$ cat config.mk
export PLATFORM = sky130hd
export DESIGN_NAME = sirv_gnrl_sync_fifo
export DESIGN_NICKNAME = d
export VERILOG_FILES = /design/src/rtl/sirv_gnrl_sync_fifo_pkg.sv /design/src/rtl/sirv_gnrl_fifo_ptr.sv /design/src/rtl/sirv_gnrl_sync_fifo.sv
export SDC_FILE = /design/constraint.sdc
export NUM_CORES = 1
export LEC_CHECK = 0
export CORE_MARGIN = 1.5
export CORE_UTILIZATION = 53
export CTS_CLUSTER_DIAMETER = 200
export CTS_CLUSTER_SIZE = 14
export DETAILED_ROUTE_END_ITERATION = 12
export PLACE_DENSITY = 0.78
export SLEW_MARGIN = 0
export SYNTH_ARGS = -nofsm -noshare
export SYNTH_HDL_FRONTEND = slang
export SYNTH_HIERARCHICAL = 1
export SYNTH_SLANG_ARGS = --single-unit
$ cat constraint.sdc
create_clock -name clk -period 19.3 [get_ports clk]
set_clock_uncertainty 0.2 [all_clocks]
set_input_delay 1.93 -clock clk [delete_from_list [all_inputs] [get_ports clk]]
set_output_delay 1.93 -clock clk [all_outputs]
set_load 0.005 [all_outputs]
$ cat src/rtl/sirv_gnrl_sync_fifo_pkg.sv
// Shared helpers for the general-purpose synchronous FIFO.
package sirv_gnrl_sync_fifo_pkg;

    // Pointer width: index bits plus one wrap bit.
    function automatic int unsigned fifo_ptr_w(input int unsigned dp);
        return $clog2(dp) + 1;
    endfunction

endpackage

$ cat src/rtl/sirv_gnrl_fifo_ptr.sv
// Wrap-bit pointer counter with synchronous active-low reset and increment enable.
module sirv_gnrl_fifo_ptr #(
    parameter int unsigned PW = 3
) (
    input  logic          clk,
    input  logic          rst_n,
    input  logic          inc_i,
    output logic [PW-1:0] ptr_o
);

    logic [PW-1:0] ptr_q;
    logic [PW-1:0] ptr_d;

    // Next pointer: advance by one, wrapping naturally modulo 2**PW.
    always_comb begin
        ptr_d = ptr_q;
        if (inc_i) begin
            ptr_d = ptr_q + PW'(1);
        end
    end

    // Pointer register, cleared synchronously.
    always_ff @(posedge clk) begin
        if (!rst_n) begin
            ptr_q <= '0;
        end else begin
            ptr_q <= ptr_d;
        end
    end

    assign ptr_o = ptr_q;

endmodule

$ cat src/rtl/sirv_gnrl_sync_fifo.sv
// Single-clock valid/ready FIFO with flop-array storage and registered head.
module sirv_gnrl_sync_fifo
    import sirv_gnrl_sync_fifo_pkg::*;
#(
    parameter int unsigned DP        = 4,
    parameter int unsigned DW        = 32,
    parameter int unsigned CUT_READY = 0,
    parameter int unsigned MSKO      = 1
) (
    input  logic                   clk,
    input  logic                   rst_n,
    input  logic                   i_vld,
    output logic                   i_rdy,
    input  logic [DW-1:0]          i_dat,
    output logic                   o_vld,
    input  logic                   o_rdy,
    output logic [DW-1:0]          o_dat,
    output logic [$clog2(DP):0]    o_cnt
);

    localparam int unsigned CW = fifo_ptr_w(DP);
    localparam int unsigned AW = CW - 1;

    logic [CW-1:0] wptr;
    logic [CW-1:0] rptr;
    logic          empty;
    logic          full;
    logic          push;
    logic          pop;
    logic [DW-1:0] mem_q [DP];
    logic [DP-1:0] we_d;

    sirv_gnrl_fifo_ptr #(.PW(CW)) u_wptr (
        .clk   (clk),
        .rst_n (rst_n),
        .inc_i (push),
        .ptr_o (wptr)
    );

    sirv_gnrl_fifo_ptr #(.PW(CW)) u_rptr (
        .clk   (clk),
        .rst_n (rst_n),
        .inc_i (pop),
        .ptr_o (rptr)
    );

    // Status, handshakes and per-entry write enables.
    always_comb begin
        empty = (wptr == rptr);
        full  = (wptr[AW-1:0] == rptr[AW-1:0]) && (wptr[AW] != rptr[AW]);
        if (CUT_READY != 0) begin
            i_rdy = ~full;
        end else begin
            i_rdy = ~full | o_rdy;
        end
        o_vld = ~empty;
        push  = i_vld & i_rdy;
        pop   = o_vld & o_rdy;
        o_cnt = wptr - rptr;
        we_d  = '0;
        for (int unsigned k = 0; k < DP; k++) begin
            we_d[k] = push && (wptr[AW-1:0] == AW'(k));
        end
    end

    // Storage: one load-enable register per entry, no reset.
    always_ff @(posedge clk) begin
        for (int unsigned k = 0; k < DP; k++) begin
            if (we_d[k]) begin
                mem_q[k] <= i_dat;
            end
        end
    end

    // Head data, optionally masked to zero while empty.
    always_comb begin
        o_dat = mem_q[rptr[AW-1:0]];
        if ((MSKO != 0) && empty) begin
            o_dat = '0;
        end
    end

endmodule
==> metrics.yaml <==
run_status:
  status: "completed"
clocking:
  clockBufferDepth: 2
  clock-sinks: 134
  cts_buffers: 17
  clk_latency_ns: 0.51
  post_cts_resized: 0
  cts_root_buf: "clkbuf_8"
  cts.clk_slew.worst_paths_ns: 0.06
  cts_setup_buffers: 0
  cts_hold_buf: 0
  cts_tree: "yes"
  h-tree-depth: 4
pwr:
  irDropWorstVdd_uv: 68.7
  power_w: 0.000814
  p_leak_nw: 2.23
  power.density_nw_per_um2: 120
logic_synthesis:
  synth_edf_count: 128
  async_flop_share_pct: 0
  ys_seq_area_share_pct: 74.2
  avgSynthCellArea_um2: 21.2
  syn_inst: 252
  synth-simple-area-share_pct: 1.40
  synth_fp_nets: 293
  ys_ff_latch: 134
  synthesis.area_um2: 5350
  muxShareOfSynthArea_pct: 14.4
  synthAdderAreaFrac_pct: 1.31
  synth-xor-area-share_pct: 0.819
  synth_cell_types: 24
  synth_top_family_by_area: "multiplexers"
  ys_warn_count: 6
  synth_compound_area_share_pct: 5.38
  ys.flop_type: "edfxtp_1"
route:
  drc: 0
  vias: 2651
  ant_nets: 0
  drt-pass1-iter-count: 4
  wl_per_cell_um: 19.4
  wl_mm: 9.35
  drt_iter0_drc: 186
  vias_per_cell: 5.51
timing:
  hold_viol: 0
  post-route-min-period_ns: 5.80
  period_share_pct: 30.1
  rsz0062_at_grt: "no"
  setup_viol: 0
  fin_tns_setup_ns: 0
  max_slew_margin_pct: 16.5
  report.final.slew_viol_count: 0
  max_freq_mhz: 172
  worst_pin_slew_ns: 1.25
  fin_worst_hold_slack_ns: 0.349
layout:
  post-route-util_pct: 69.3
  final_cell_mix: "128 x edfxtp_1, 72 x clkdlybuf4s50_1, 30 x mux4_2, 30 x a21boi_0, 16 x clkbuf_16"
  drive_gt1_share_pct: 21.6
  areaGrowthSynthToFinish_pct: 26.8
  nets: 376
  mostFrequentLayoutCell: "edfxtp_1"
  insertedDiodeCount: 0
global_route:
  grt_pass1_wl_mm: 14.4
  overflow: 0
  grt_max_degree: 37
  antenna_found_initial: 0
  track_usage_pct: 19.2
  grt_pass1_vias: 2706
critical_path:
  max_stage_delay_ns: 0.96
  crit_path_top_delay_cell: "and2_1"
  critPathKind: "flop to output port"
  path_buf_inv: 2
  cp-start-kind: "flop"
  crit_family: "simple AND/OR/NAND/NOR gates"
  r2r_slack_ns: 15.80
  arrival_ns: 3.67
  critPathMaxFanout: 36
  crit_chain: "inv_1 -> ha_1 -> and2_1 -> a21boi_0 -> clkdlybuf4s50_1"
  cp-end-kind: "output port"
  required_ns: 17.17
flow_run:
  cap_violations: 0
floorplanning:
  std_cell_rows: 36
  core-area_um2: 9770
  die_x_um: 103
  die_height_um: 103
  start_util_pct: 54.7
  die_area_um2: 10700
  ioPinCount: 73
placed_design:
  dp_hpwl_mm: 5.25
  portBuffers: 72
  gp_congestion: 0.741
min_path:
  hp-class: "flop to flop"
metal layers:
metal  wire [um]  GRT usage, %  vias to the layer above
li1            -             -                     1214
met1        4100          26.2                     1344
met2        4670          30.0                       85
met3         493          5.38                        8
met4          91          7.48                        0
met5           0             0                        -
cell families (layout without fill, tap and decap cells):
logic type | count (synthesis) | count (layout)
flops | 134 | 134
xor+xnor | 5 | 5
simple gates | 14 | 14
compound gates | 38 | 38
fa+ha+maj | 5 | 5
buf+inv | 20 | 116
mux | 36 | 36
tightest hold or removal path: cells and delay by family (launching register included):
kind | cells | cell delay [ns]
and+or+nand+nor | 1 | 0.08
muxes | 1 | 0.06
DFF | 1 | 0.36
path summary, 6_finish.rpt:
path | cells past startpoint | end | start
max reg2reg | 6 | u_rptr/ptr_o[0] | u_rptr/ptr_o[1]
min reg2reg | 2 | u_wptr/ptr_o[2] | u_wptr/ptr_o[2]
min | 2 | u_wptr/ptr_o[2] | u_wptr/ptr_o[2]
max | 5 | o_dat[15] | u_rptr/ptr_o[1]
per-stage QoR:
stage | instances | cell area [um^2] | worst slack, ns
after floorplan | 252 | 5350 | 11.24
after global placement | 449 | 6200 | 13.92
after detailed placement | 449 | 6200 | 13.91
after CTS | 481 | 6780 | 13.36
after global routing | 481 | 6780 | 13.17
final | 481 | 6780 | 13.50
cell usage after synthesis (all sizes together) (2+ instances only):
cell     number  area share [%]
edfxtp      128              72
a21boi       33             4.6
mux4         32              14
buf           8             1.7
clkbuf        6            0.42
dfxtp         6             2.2
inv           6            0.42
nand2         6            0.42
a2111oi       4            0.66
ha            4            0.94
mux2i         4            0.75
and2          3            0.35
xor2          3            0.49
nand2b        2            0.23
nor2b         2            0.23
xnor2         2            0.33
flip-flops by register name, summed over array words and instances, names as in the netlist:
name / flops
mem_q: 128
u_rptr/ptr_o: 3
u_wptr/ptr_o: 3
final cells by class:
class,count,area [um^2]
clock inverters,15,163
repair buffers,78,766
flip-flops and latches,134,3970
well taps,133,166
inverters,6,22.5
multi-input cells,98,1280
fillers,632,3000
clock buffers,17,414
power by group:
part	leakage [nW]	total (W)	switching [W]	internal, W
clock	0.289	0.000309	0.000123	0.000187
combinational	0.715	0.000163	0.0000657	0.0000973
sequential	1.23	0.000342	0.00000724	0.000334
total	2.23	0.000814	0.000196	0.000618
No activity file was read; power rests on OpenSTA's default activity.
